## config.mk

```make
export PLATFORM = sky130hd
export DESIGN_NAME = rr_lock_arbiter
export DESIGN_NICKNAME = d
export VERILOG_FILES = /design/src/rtl/arb_pkg.sv /design/src/rtl/rr_pick.sv /design/src/rtl/rr_lock_arbiter.sv
export SDC_FILE = /design/constraint.sdc
export NUM_CORES = 1
export LEC_CHECK = 0
export ABC_CLOCK_PERIOD_IN_PS = 2400
export CAP_MARGIN = 20
export CORE_MARGIN = 2
export CORE_UTILIZATION = 49
export CTS_BUF_LIST = sky130_fd_sc_hd__clkbuf_4 sky130_fd_sc_hd__clkbuf_8 sky130_fd_sc_hd__clkbuf_16
export DETAILED_ROUTE_END_ITERATION = 12
export PLACE_DENSITY = 0.78
export SETUP_SLACK_MARGIN = 0.3
export SLEW_MARGIN = 40
export SYNTH_ARGS = -nofsm -noshare
export SYNTH_HDL_FRONTEND = slang
export SYNTH_SLANG_ARGS = --single-unit
export TNS_END_PERCENT = 1
```

## constraint.sdc

```tcl
create_clock -name c -period 2.4 [get_ports c]
set_input_delay 0.72 -clock c [delete_from_list [all_inputs] [get_ports c]]
set_output_delay 0.72 -clock c [all_outputs]
set_load 0.1 [all_outputs]
```

## src/rtl/arb_pkg.sv

```systemverilog
// Shared definitions for the round-robin lock arbiter: requester count,
// default hold limit and the FSM state encoding.
package arb_pkg;

  localparam int ARB_N        = 4;
  localparam int ARB_MAX_HOLD = 8;

  // IDLE: nothing granted. BUSY: exactly one requester owns the resource.
  typedef enum logic {
    IDLE = 1'b0,
    BUSY = 1'b1
  } arb_state_e;

endpackage : arb_pkg

```

## src/rtl/rr_pick.sv

```systemverilog
// Combinational round-robin picker. It searches req starting at index
// 'start' and wrapping modulo N, skipping bits set in 'mask'. It returns
// the first eligible index in idx and raises found when one exists.
module rr_pick #(
  parameter int N  = 4,
  parameter int IW = $clog2(N)
) (
  input  logic [N-1:0]  req,
  input  logic [N-1:0]  mask,
  input  logic [IW-1:0] start,
  output logic          found,
  output logic [IW-1:0] idx
);

  logic [IW-1:0] cand;

  // Walk the N candidates in rotated order and keep only the first hit.
  always_comb begin
    found = 1'b0;
    idx   = '0;
    cand  = start;
    for (int i = 0; i < N; i++) begin
      cand = start + IW'(i);
      if (!found && req[cand] && !mask[cand]) begin
        found = 1'b1;
        idx   = cand;
      end
    end
  end

endmodule : rr_pick

```

## src/rtl/rr_lock_arbiter.sv

```systemverilog
// Round-robin arbiter with a locked grant and a hold-time limit.
//
// Request/grant protocol: a requester holds its req bit high for as long
// as it wants the resource. A grant, once issued, stays locked to its
// owner until the owner drops req (release) or has held the grant for
// MAX_HOLD cycles (timeout). Other req bits are ignored while a grant is
// locked. On release or timeout the next owner is chosen at the same
// edge, so hand-over is back-to-back. The timeout output pulses for the
// first cycle of the changed grant.
module rr_lock_arbiter
  import arb_pkg::*;
#(
  parameter int N        = ARB_N,
  parameter int MAX_HOLD = ARB_MAX_HOLD
) (
  input  logic                 c,
  input  logic                 r,
  input  logic [N-1:0]         req,
  output logic [N-1:0]         gnt,
  output logic [$clog2(N)-1:0] gnt_id,
  output logic                 gnt_valid,
  output logic                 timeout,
  output logic                 state_dbg
);

  localparam int IW  = $clog2(N);
  localparam int HCW = $clog2(MAX_HOLD);
  localparam logic [HCW-1:0] HOLD_LAST = HCW'(MAX_HOLD - 1);
  localparam logic [IW-1:0]  PTR_RST   = IW'(N - 1);

  arb_state_e     state, state_n;
  logic [IW-1:0]  ptr, ptr_n;
  logic [HCW-1:0] hold_cnt, hold_n;
  logic [N-1:0]   gnt_n;
  logic [IW-1:0]  gnt_id_n;
  logic           gnt_valid_n;
  logic           timeout_n;

  logic [N-1:0]   pick_mask;
  logic [IW-1:0]  pick_start;
  logic           pick_found;
  logic [IW-1:0]  pick_idx;

  logic           owner_req;
  logic           at_limit;

  // The search always begins just after the last granted index. While a
  // grant is held the owner is masked so a timed-out owner cannot re-win
  // at the same edge; in IDLE every request is eligible.
  assign pick_start = ptr + IW'(1);
  assign pick_mask  = (state == BUSY) ? gnt : '0;
  assign owner_req  = req[ptr];
  assign at_limit   = (hold_cnt == HOLD_LAST);
  assign state_dbg  = state;

  rr_pick #(
    .N  (N),
    .IW (IW)
  ) u_pick (
    .req   (req),
    .mask  (pick_mask),
    .start (pick_start),
    .found (pick_found),
    .idx   (pick_idx)
  );

  // Next-state logic: grant from IDLE, hold/count in BUSY, and re-arbitrate
  // or fall back to IDLE on release or timeout.
  always_comb begin
    state_n     = state;
    ptr_n       = ptr;
    hold_n      = hold_cnt;
    gnt_n       = gnt;
    gnt_id_n    = gnt_id;
    gnt_valid_n = gnt_valid;
    timeout_n   = 1'b0;

    case (state)
      IDLE: begin
        if (pick_found) begin
          gnt_n           = '0;
          gnt_n[pick_idx] = 1'b1;
          gnt_id_n        = pick_idx;
          gnt_valid_n     = 1'b1;
          ptr_n           = pick_idx;
          hold_n          = '0;
          state_n         = BUSY;
        end
      end

      BUSY: begin
        if (owner_req && !at_limit) begin
          // Owner keeps the grant; hold_cnt saturates at HOLD_LAST via the
          // timeout path, so it never wraps.
          hold_n = hold_cnt + HCW'(1);
        end else begin
          // Release (owner dropped req) or timeout (owner still asking).
          timeout_n = owner_req;
          hold_n    = '0;
          if (pick_found) begin
            gnt_n           = '0;
            gnt_n[pick_idx] = 1'b1;
            gnt_id_n        = pick_idx;
            gnt_valid_n     = 1'b1;
            ptr_n           = pick_idx;
            state_n         = BUSY;
          end else begin
            gnt_n       = '0;
            gnt_id_n    = '0;
            gnt_valid_n = 1'b0;
            state_n     = IDLE;
          end
        end
      end

      default: begin
        gnt_n       = '0;
        gnt_id_n    = '0;
        gnt_valid_n = 1'b0;
        hold_n      = '0;
        state_n     = IDLE;
      end
    endcase
  end

  // State, pointer, hold counter and registered outputs; reset clears the
  // grant immediately without waiting for a clock edge.
  always_ff @(posedge c or negedge r) begin
    if (!r) begin
      state     <= IDLE;
      ptr       <= PTR_RST;
      hold_cnt  <= '0;
      gnt       <= '0;
      gnt_id    <= '0;
      gnt_valid <= 1'b0;
      timeout   <= 1'b0;
    end else begin
      state     <= state_n;
      ptr       <= ptr_n;
      hold_cnt  <= hold_n;
      gnt       <= gnt_n;
      gnt_id    <= gnt_id_n;
      gnt_valid <= gnt_valid_n;
      timeout   <= timeout_n;
    end
  end

endmodule : rr_lock_arbiter

```

==> impl_metrics.json, run 1 <==
{
  "final_util_pct": 66.2,
  "synth_fp_nets": 81,
  "final-setup-viol-count": 0,
  "vias": 608,
  "place_inst": 107,
  "preCtsSetupSlack_ps": -109,
  "cts.htree.levels": 1,
  "worst-r2r-setup-slack_ps": 540,
  "drt-wirelength-per-cell_um": 14.3,
  "cts_root_buffer": "sky130_fd_sc_hd__clkbuf_4",
  "place_area_um2": 923,
  "hold-path-endpoint": "gnt_valid",
  "top_level_ports": 15,
  "timing.max_cap.violations": 0,
  "worst_hold_path.num_cells": 2,
  "ff2ff_path_depth": 4,
  "clk-insertion-delay-late_ps": 270,
  "antenna_cells_inserted": 0,
  "core.rowCount": 14,
  "max-clock-path-buffers": 2,
  "syn_avg_cell_area_um2": 10.3,
  "worst-setup-path-type": "in2reg",
  "synth_seq_area_share_pct": 46.9,
  "layout_min_cycle_time_ps": 1920,
  "ys_types": 30,
  "io_buf_count": 14,
  "non_filler_cell_area_final_um2": 973,
  "critPathLaunchType": "input pin",
  "cp.arrival_ps": 2090,
  "max_slew_margin_pct": 59.5,
  "finClkSkew_ps": 2.99,
  "stdcell_count": 111,
  "worst_hold_startpoint": "gnt_valid",
  "report.final.hold_viol_count": 0,
  "die_area_mm2": 0.00186,
  "post_synth_main_area_contributors": "sky130_fd_sc_hd__dfrtp_1 (40%), sky130_fd_sc_hd__dfstp_2 (7.0%), sky130_fd_sc_hd__nand2_1 (7.0%)",
  "r2r_end": "state_dbg",
  "yosysWarningCount": 0,
  "class_of_the_worst_hold_path": "reg2reg",
  "mappedNetlistArea_um2": 752,
  "final.period_utilization_pct": 80.2,
  "cp_data_required_time_ps": 2560,
  "global_route.usage.met3_pct": 5.11,
  "drc_errors": 0,
  "crit_path_max_incr_delay_ps": 440,
  "layout-drive-gt1-share_pct": 43.2,
  "detail_route.iter0.violations": 7,
  "report.final.slew_viol_count": 0,
  "postCtsSetupBuffers": 0,
  "crit_slowest_cell": "sky130_fd_sc_hd__or3_2",
  "grt_start_max_net_pins": 15,
  "max_slew.worst_pin.slew_ps": 605,
  "cts_tree": "yes",
  "finalNetCount": 104,
  "first_global_vias": 647,
  "die_width_um": 43.2,
  "critical_path.reg2reg.startpoint": "ptr[0]",
  "wire_length_of_the_first_global_routing_pass_mm": 2.83,
  "grt_setup_unrepaired": "false",
  "tritoncts_num_sinks": 14,
  "avgViaCountPerCell": 5.48,
  "critical_path_cell_by_cell": "dlygate4sd2_1 > a21bo_2 > or3_2 > a21boi_2 > nor3_1 > a22o_1",
  "top_usage_layer": "met2",
  "gr_ovfl_total": 0,
  "met2_track_demand_over_resource_pct": 34.3,
  "routed_wl_mm": 1.59,
  "timing.critical_path.to_type": "flop",
  "biggest_area_consumer_among_synthesized_cells": "sky130_fd_sc_hd__dfrtp_1",
  "postLayoutSetupSlackWorst_ps": 475,
  "dr.pass1.iters": 3,
  "syn_inst": 73,
  "antenna_found_initial": 0,
  "initial_cell_density_of_the_core_pct": 51.1,
  "grt_util_met1_pct": 25.4,
  "most-common-layout-cells": "sky130_fd_sc_hd__nand2_1 (14), sky130_fd_sc_hd__buf_4 (14), sky130_fd_sc_hd__dfrtp_1 (9), sky130_fd_sc_hd__nor2_1 (4), sky130_fd_sc_hd__o21ai_0 (4)",
  "synth_seq_cells": 14,
  "clock_buffer_count_from_cts": 3,
  "outcome": "finished, final reports clean",
  "achievable-frequency_mhz": 520,
  "core_mm2": 0.00147,
  "die_h_um": 43.2,
  "final_hpwl_from_detailed_placement_mm": 1.22,
  "drtAntennaViolNets": 0,
  "grt_use_total_pct": 20.3,
  "worst_setup_hold_path_clk_slew_ps": 80,
  "post-synth-top-area-fraction_pct": 39.9,
  "place.gp.congestion": 0.831,
  "critical_path_peak_fanout": 3,
  "syn2layout_area_growth_pct": 29.5
}
-- logic make-up (layout without fill, tap and decap cells) --
group / after synthesis / after routing / synth area share (%)
flip-flops: 14 / 14 / 46.9
multiplexers: 1 / 1 / 2.99
AO/OA/AOI/OAI: 21 / 21 / 23.5
adder cells (fa/ha/maj): 2 / 2 / 3.33
buffers and inverters: 3 / 25 / 2.00
AND/OR/NAND/NOR: 32 / 32 / 21.3
-- per-layer routing --
layer | share of wire [%] | up-vias | routed length, um
met5 | 0 | - | 0
met4 | 0.75 | 0 | 12
met3 | 3.3 | 2 | 53
met2 | 49 | 12 | 776
met1 | 47 | 288 | 750
li1 | - | 306 | -
-- metrics by stage --
step                      hold slack (ps)  setup TNS, ps
after global placement                467           -125
after CTS                             485              0
after detailed placement              464           -188
after global routing                  525              0
after floorplan                       424              0
final                                 483              0
-- sequential cells by signal, indices dropped and copies added, names as in the netlist --
register and cells:
gnt 4, hold_cnt 3, gnt_valid 1, timeout 1, gnt_id 2, ptr 2
state_dbg 1
-- critical path: cells and delay by family --
family          cells  cell delay, ps
compound gates      3             640
simple gates        2             500
buf+inv             1             230
-- worst max-delay path by stage --
| stage | from | to | slack, ps | cells after the start |
|---|---|---|---|---|
| floorplan | gnt[3] | state_dbg | 290 | 3 |
| global placement | req[1] | gnt[2] | -60 | 6 |
| detailed placement | req[1] | gnt[2] | -110 | 6 |
| CTS | req[0] | state_dbg | 250 | 5 |
| global route | req[1] | gnt_id[0] | 360 | 8 |
| finish | req[1] | gnt[2] | 480 | 6 |
-- cell usage after synthesis, drive strengths merged --
cell type / n
and3: 2
a21oi: 2
a21bo: 2
a21boi: 4
o21ai: 6
a22o: 4
nand2: 15
mux4: 1
dfrtp: 12
nand3b: 1
nor2: 5
o31ai: 1
ha: 2
buf: 1
nand2b: 1
inv: 2
or3: 3
nor3: 2
dfstp: 2
o221ai: 1
or2: 1
nand3: 2
o221a: 1
-- repair_timing --
item	4_1_cts	5_1_grt
hold endpoints to repair	0	0
hold buffers	0	0
resized for setup	2	4
endpoints found under the setup margin	6	11
pin swaps	1	1
-- layout make-up --
type                    instances  area, um2
fillers                       113        498
multi-input cells              56        392
flip-flops and latches         14        357
repair buffers                 19        161
clock buffers                   4       36.3
well taps                      16       20.0
inverters                       2       7.51
Power of run 1 is not shown: default switching activity piles up to over one toggle a cycle in this logic, so the estimate is an artifact.
==> run 2, diff against run 1 <==
--- a/config.mk
+++ b/config.mk
@@ -5,13 +5,13 @@
 export SDC_FILE = /design/constraint.sdc
 export NUM_CORES = 1
 export LEC_CHECK = 0
-export ABC_CLOCK_PERIOD_IN_PS = 2400
+export ABC_CLOCK_PERIOD_IN_PS = 1600
 export CAP_MARGIN = 20
 export CORE_MARGIN = 2
-export CORE_UTILIZATION = 49
+export CORE_UTILIZATION = 44
 export CTS_BUF_LIST = sky130_fd_sc_hd__clkbuf_4 sky130_fd_sc_hd__clkbuf_8 sky130_fd_sc_hd__clkbuf_16
 export DETAILED_ROUTE_END_ITERATION = 12
-export PLACE_DENSITY = 0.78
+export PLACE_DENSITY = 0.75
 export SETUP_SLACK_MARGIN = 0.3
 export SLEW_MARGIN = 40
 export SYNTH_ARGS = -nofsm -noshare
==> constraint.sdc (replaced) <==
create_clock -name c -period 1.6 [get_ports c]
set_input_delay 0.48 -clock c [delete_from_list [all_inputs] [get_ports c]]
set_output_delay 0.48 -clock c [all_outputs]
set_load 0.1 [all_outputs]
==> impl_metrics.json, run 2 (same netlist as run 1, synthesis figures left out) <==
{
  "cellPowerDensity_mw_per_mm2": 2340,
  "die_width_um": 45.3,
  "worst-setup-path-type": "reg2reg",
  "critPathLaunchType": "flop",
  "report.final.slew_viol_count": 0,
  "core.rowCount": 14,
  "non_filler_cell_area_final_mm2": 0.00123,
  "cts_root_buffer": "sky130_fd_sc_hd__clkbuf_4",
  "achievable-frequency_mhz": 547,
  "critical_path_cell_by_cell": "mux4_2 > nand2_2 > nor2_4 > or3_4 > o21ai_4",
  "postLayoutSetupSlackWorst_ps": -228,
  "hold_fix_buffers_cts": 0,
  "report.final.hold_viol_count": 0,
  "reg.largest.list": "gnt: 4 flops, hold_cnt: 3 flops",
  "cp.arrival_ps": 2040,
  "finClkSkew_ps": 0.821,
  "grt_util_met1_pct": 29.0,
  "tritoncts_num_sinks": 14,
  "final_util_pct": 79.2,
  "layout-drive-gt1-share_pct": 52.8,
  "vias": 699,
  "cts_tree": "yes",
  "regMostFlops": "gnt",
  "max_slew_margin_pct": 76.9,
  "die_area_mm2": 0.00206,
  "antenna_cells_inserted": 0,
  "max-clock-path-buffers": 2,
  "outcome": "finished with violations",
  "avgViaCountPerCell": 5.73,
  "io_buf_count": 14,
  "final.period_utilization_pct": 114,
  "finalNetCount": 115,
  "clock_buffer_count_from_cts": 3,
  "layout_min_cycle_time_ps": 1830,
  "first_global_vias": 758,
  "initial_cell_density_of_the_core_pct": 48.2,
  "global_route.usage.met3_pct": 4.80,
  "most-common-layout-cells": "sky130_fd_sc_hd__nand2_1 (14), sky130_fd_sc_hd__buf_4 (13), sky130_fd_sc_hd__buf_12 (9), sky130_fd_sc_hd__dfrtp_1 (7)",
  "worst_setup_hold_path_clk_slew_ps": 90,
  "crit_slowest_cell": "sky130_fd_sc_hd__dfstp_2",
  "routed_wl_mm": 1.95,
  "fin_setup_tns_ps": -1910,
  "die_h_um": 45.3,
  "cts.htree.levels": 1,
  "class_of_the_worst_hold_path": "in2async",
  "dr.pass1.iters": 6,
  "cp_data_required_time_ps": 1810,
  "max_slew.worst_pin.slew_ps": 346,
  "top_level_ports": 15,
  "drt-wirelength-per-cell_um": 16.0,
  "largest_register_ffs": 4,
  "timing.critical_path.to_type": "flop",
  "place.gp.congestion": 0.829,
  "place_area_mm2": 0.00115,
  "grt_setup_unrepaired": "true",
  "whs_ps": 509,
  "gr_ovfl_total": 0,
  "top_usage_layer": "met2",
  "clk-insertion-delay-late_ps": 280,
  "mostFrequentLayoutCell": "sky130_fd_sc_hd__nand2_1",
  "grt_start_max_net_pins": 15,
  "grt_use_total_pct": 23.7,
  "final-setup-viol-count": 14,
  "syn2layout_area_growth_pct": 64.2,
  "final_hpwl_from_detailed_placement_mm": 1.48,
  "wire_length_of_the_first_global_routing_pass_mm": 3.41,
  "failing_checks": "negative setup slack",
  "core_mm2": 0.00156,
  "crit_path_max_incr_delay_ps": 560,
  "ir_worst_vdd_mv": 1.84,
  "p_leak_nw": 0.568,
  "cp_num_buf_inv": 0,
  "timing.max_cap.violations": 0,
  "drc_errors": 0,
  "design_power_total_mw": 2.89,
  "critical_path_peak_fanout": 4,
  "detail_route.iter0.violations": 8,
  "met2_track_demand_over_resource_pct": 40.3,
  "crit_family": "flip-flops",
  "antenna_found_initial": 0,
  "drtAntennaViolNets": 0
}
-- run 2: cell count changes in the layout (fill, tap and decap cells not counted), sizes merged --
cell          previous run  this run
dlygate4sd2              1         4
buf                     14        25
dlymetal6s2s             3         0
-- run 2: metal layers --
layer  vias up  wire [um]
met3         4         87
met1       346        869
li1        330          -
met5         -          0
met4         0         32
met2        19        964
-- run 2: power breakdown --
group	total [mW]	internal, mW	switching, mW	leakage, nW
sequential	0.672	0.522	0.150	0.166
clock	0.255	0.138	0.116	0.0210
combinational	1.96	0.832	1.13	0.382
total	2.89	1.49	1.40	0.568
-- run 2: final timing paths --
check / depth (start not counted) / start / to / slack [ps]
max: 5 / ptr[0] / gnt[3] / -230
min in group c: 1 / hold_cnt[2] / hold_cnt[2] / 520
max reg2reg: 5 / ptr[0] / gnt[3] / -230
min reg2reg: 1 / hold_cnt[2] / hold_cnt[2] / 520
max in group asynchronous: 2 / r / ptr[0] / 850
min: 2 / r / gnt_id[1] / 510
-- run 2: cell type report --
class,instances,area [um2]
Inverter,2,7.51
Sequential cell,14,364
Multi-Input combinational cell,56,447
Fill cell,95,324
Tap cell,16,20.0
Timing Repair Buffer,30,360
Clock buffer,4,36.3
-- run 2: metrics by stage --
step	cells	setup slack, ps
2_1_floorplan	73	-162
3_3_place_gp	117	-522
4_1_cts	121	-248
3_5_place_dp	117	-574
6_report	122	-228
5_1_grt	122	-265
-- run 2: what timing repair did --
action,CTS,global route
buffers inserted,0,1
cloned,0,0
endpoints found under the setup margin,23,23
pin swaps,5,4
resized for setup,13,1
No activity file was read; power rests on OpenSTA's default activity.
